## src/rtl/fetch_ifid.sv

```systemverilog
// rtl/fetch_ifid.sv - fetch stage with PC ownership and IF/ID pipeline register
module fetch_ifid #(
  parameter logic [15:0] RESET_PC  = 16'h0000,
  parameter logic [15:0] NOP_INSTR = 16'h0800
) (
  input  logic        clk,
  input  logic        rst,
  input  logic        stall,
  input  logic        flush,
  input  logic [15:0] redirect_pc,
  output logic [15:0] imem_addr,
  input  logic [15:0] imem_data,
  input  logic        imem_ready,
  output logic [15:0] FD_instr,
  output logic [15:0] FD_pcPlus2,
  output logic        FD_valid,
  output logic        halted
);

  typedef enum logic {S_FETCH = 1'b0, S_HALTED = 1'b1} state_t;

  state_t      r_state;
  state_t      w_state_next;
  logic [15:0] r_pc;
  logic [15:0] r_fd_instr;
  logic [15:0] r_fd_pc_plus2;
  logic        r_fd_valid;

  logic [15:0] w_pc_next;
  logic [15:0] w_fd_instr_next;
  logic [15:0] w_fd_pc_plus2_next;
  logic        w_fd_valid_next;
  logic [15:0] w_pc_plus2;
  logic        w_is_halt;
  logic        w_accept;

  assign w_pc_plus2 = r_pc + 16'd2;
  assign w_is_halt  = (imem_data[15:11] == 5'b00000);
  // A fetched word is consumed only in FETCH with no flush/stall and memory ready.
  assign w_accept   = !flush && !stall && (r_state == S_FETCH) && imem_ready;

  always_ff @(posedge clk or posedge rst) begin
    if (rst) begin
      r_state <= S_FETCH;
    end else begin
      r_state <= w_state_next;
    end
  end

  always_comb begin
    w_state_next = r_state;
    if (flush) begin
      w_state_next = S_FETCH;
    end else if (w_accept && w_is_halt) begin
      w_state_next = S_HALTED;
    end
  end

  always_comb begin
    halted = (r_state == S_HALTED);
  end

  always_comb begin
    w_pc_next          = r_pc;
    w_fd_instr_next    = r_fd_instr;
    w_fd_pc_plus2_next = r_fd_pc_plus2;
    w_fd_valid_next    = r_fd_valid;
    if (flush) begin
      w_pc_next       = redirect_pc;
      w_fd_instr_next = NOP_INSTR;
      w_fd_valid_next = 1'b0;
    end else if (stall) begin
      w_pc_next = r_pc;
    end else if (!w_accept) begin
      // Decode keeps advancing, so HALTED and memory wait states feed bubbles.
      w_fd_instr_next = NOP_INSTR;
      w_fd_valid_next = 1'b0;
    end else begin
      w_fd_instr_next    = imem_data;
      w_fd_pc_plus2_next = w_pc_plus2;
      w_fd_valid_next    = 1'b1;
      w_pc_next          = w_is_halt ? r_pc : w_pc_plus2;
    end
  end

  always_ff @(posedge clk or posedge rst) begin
    if (rst) begin
      r_pc          <= RESET_PC;
      r_fd_instr    <= NOP_INSTR;
      r_fd_pc_plus2 <= 16'h0000;
      r_fd_valid    <= 1'b0;
    end else begin
      r_pc          <= w_pc_next;
      r_fd_instr    <= w_fd_instr_next;
      r_fd_pc_plus2 <= w_fd_pc_plus2_next;
      r_fd_valid    <= w_fd_valid_next;
    end
  end

  assign imem_addr  = r_pc;
  assign FD_instr   = r_fd_instr;
  assign FD_pcPlus2 = r_fd_pc_plus2;
  assign FD_valid   = r_fd_valid;

endmodule

```

## config.mk

```make
export PLATFORM = sky130hd
export DESIGN_NAME = fetch_ifid
export DESIGN_NICKNAME = d
export VERILOG_FILES = /design/src/rtl/fetch_ifid.sv
export SDC_FILE = /design/constraint.sdc
export NUM_CORES = 1
export LEC_CHECK = 0
export ABC_AREA = 1
export CORE_MARGIN = 3
export CORE_UTILIZATION = 30
export DETAILED_ROUTE_END_ITERATION = 16
export PLACE_DENSITY = 0.66
export SKIP_LAST_GASP = 1
export SLEW_MARGIN = 20
export SYNTH_ARGS = -nofsm -noshare
export SYNTH_HDL_FRONTEND = slang
export SYNTH_SLANG_ARGS = --single-unit
```

## constraint.sdc

```tcl
create_clock -name clk -period 1.8 [get_ports clk]
set_input_delay 0.27 -clock clk [delete_from_list [all_inputs] [get_ports clk]]
set_output_delay 0.27 -clock clk [all_outputs]
set_load 0.02 [all_outputs]
```

==> impl_metrics.toml, run 1 <==
[setup_path]
crit_start = "FD_instr[11]"
path_cells = "clkdlybuf4s50_1"
r2r-start = "imem_addr[2]"
path_class = "flop to output pin"
crit_arrival_ps = 1450
slowest_stage = "clkdlybuf4s50_1"
cp.buffers_inverters = 1
critPathRequiredTime_ps = 1530
timing.critical_path.to_type = "output pin"
critical-path-top-delay-family = "buffers and inverters"
worst-path-max-fanout = 2
critPathLaunchType = "flop"
max_stage_delay_ps = 600

[floorplanning]
floorplan.initialDensity = 0.3128
die-area_um2 = 9305
die_w_um = 96.46
pin_count = 87
fp-row-count = 32
die_y_um = 96.46
design.core.area_um2 = 7848

[layout]
antenna_cells = 0
drive_above_1_share = 0.08824
multi_input_area_um2 = 1011
fin_nets = 411
seqCellArea_um2 = 1252
area_growth_pct = 43.78
fin_cells = 476
fin_area_um2 = 3530
final_cell_mix = "96 x nand2_1, 86 x clkdlybuf4s50_1, 49 x dfrtp_1, 31 x nand3_1, 18 x inv_1"
final_common_cell = "nand2_1"
nFillCells = 793
utilization = 0.4498

[synth]
ys_types = 33
syn_inst = 287
synth-seq-cells = 50
synthArstFlopShare = 1.000
yosys.area_share.adder = 0.005097
synth_area_um2 = 2455
ys.warnings.count = 0
yosysSeqAreaShare = 0.5102
synth-edff-count = 0
mappedNetlistNets = 325
synth_top_family_by_area = "simple AND/OR/NAND/NOR gates"
synthFlopType = "dfrtp_1"
post_synth.cell_area_avg_um2 = 8.553
synth_compound_area_frac = 0.1055
synthXorXnorAreaFrac = 0.01070
muxShareOfSynthArea = 0
synth-simple-area-share = 0.2905

[global_routing]
grt_pass1_wl_mm = 10.93
grt-ovfl-total = 0
antenna_found_initial = 0
grt_max_degree = 51
grtUsageTotal = 0.1509
grt_pass1_vias = 2187

[route]
viasPerCell = 4.683
ant_nets = 0
drc = 0
dr_total_vias = 2229
post_drt_wl_per_cell_um = 14.13
drt-initial-drc-count = 120
wl_mm = 6.725
first_pass_iters = 4

[clock_tree]
cts_tree = "yes"
post_cts_buffers = 0
cts_hold_buf = 0
numCtsBuffers = 5
cts.sinks = 50
htree_levels = 2
clk_pin_slew_ps = 100
root_buffer = "clkbuf_8"
worst_skew_pair.late_latency_ps = 300
ctsLongestPathBuffers = 2
cts-resized-gates = 0

[power_and_ir_drop]
p_leak_nw = 1.603
p_total_mw = 2.937
peakVddDrop_mv = 0.3090
p_per_area_nw_per_um2 = 832.0

[outcome]
outcome = "finished, final reports clean"

[sta]
maxSlewHeadroom = 0.7550
whs_ps = 324.0
finalCritPeriodShare = 0.9534
finalHoldViolCount = 0
fin_ws_ps = 83.95
drv_slew = 0
setup_viol = 0
worst_slew_pin_slew_ps = 367.4
period_minus_slack_ps = 1716
fin_skew_ps = 8.074
rsz0062_at_grt = "false"
finalSetupTns_ps = 0
max_freq_mhz = 582.7

[min_path]
hold_class = "input port to async pin"

[place]
place_ws_ps = 173.5
port_buffers = 86
dp_hpwl_mm = 4.885
post_dp_cell_area_um2 = 3435
place.gp.congestion = 0.7871
placed_cells = 468

[run]
maxCapViolations = 0
==> sequential cells by signal (all words and copies together) (netlist names) <==
register / count
halted: 1
FD_pcPlus2: 16
FD_instr: 16
FD_valid: 1
imem_addr: 16
==> report_power, final <==
part	switching [mW]	internal (mW)
Combinational	0.460	0.427
Clock	0.371	0.309
Sequential	0.114	1.26
Total	0.945	1.99
==> cell usage after synthesis (3+ instances only) <==
cell type / instances / share of area
a32o_1: 14 / 0.057
nand3_1: 31 / 0.063
buf_6: 3 / 0.014
o21ai_0: 4 / 0.0082
a31oi_1: 4 / 0.010
clkbuf_1: 3 / 0.0046
nor2_2: 4 / 0.010
nand4_1: 4 / 0.010
nand2_1: 96 / 0.15
buf_2: 6 / 0.012
xnor2_1: 3 / 0.011
o21ai_1: 6 / 0.012
dfrtp_1: 49 / 0.50
inv_1: 19 / 0.029
nor2_1: 17 / 0.026
==> worst paths after layout <==
check	end	slack, ps	cells past startpoint
worst max-delay path	FD_instr[11]	80	1
worst min-delay path	FD_instr[14]	320	3
worst max register to register	FD_pcPlus2[11]	230	8
worst min register to register	FD_pcPlus2[5]	490	2
max in group asynchronous	FD_instr[11]	1210	3
min in group clk	FD_pcPlus2[5]	490	2
==> per-layer routing <==
layer / vias up / global-route usage / routed length (um)
met1: 1049 / 0.2093 / 3159
met2: 57 / 0.2402 / 3122
li1: 1116 / - / -
met5: - / 0 / 0
met4: 0 / 0.04556 / 106
met3: 7 / 0.02711 / 337
==> kinds of logic after synthesis <==
kind of cell,Yosys count
adders and majority gates,1
AOI/OAI and AO/OA,34
and+or+nand+nor,160
buffers and inverters,39
DFF,50
xor gates and xnor gates,3
==> area by class of cell <==
| class | count | share of cell area |
|---|---|---|
| Inverter | 24 | 0.02765 |
| Tap cell | 102 | 0.03616 |
| Clock inverter | 2 | 0.003545 |
| Sequential cell | 50 | 0.3548 |
| Timing Repair Buffer | 94 | 0.2680 |
| Clock buffer | 6 | 0.02340 |
| Multi-Input combinational cell | 198 | 0.2864 |
Note: power is estimated with default switching activity, not from simulation.
==> run 2: changes to the inputs <==
--- a/config.mk
+++ b/config.mk
@@ -9,6 +9,7 @@
 export CORE_MARGIN = 3
 export CORE_UTILIZATION = 30
 export DETAILED_ROUTE_END_ITERATION = 16
+export HOLD_SLACK_MARGIN = 0.12
 export PLACE_DENSITY = 0.66
 export SKIP_LAST_GASP = 1
 export SLEW_MARGIN = 20
==> results of run 2 <==
Same layout as run 1: the final DEF is identical, and so are final timing and power.
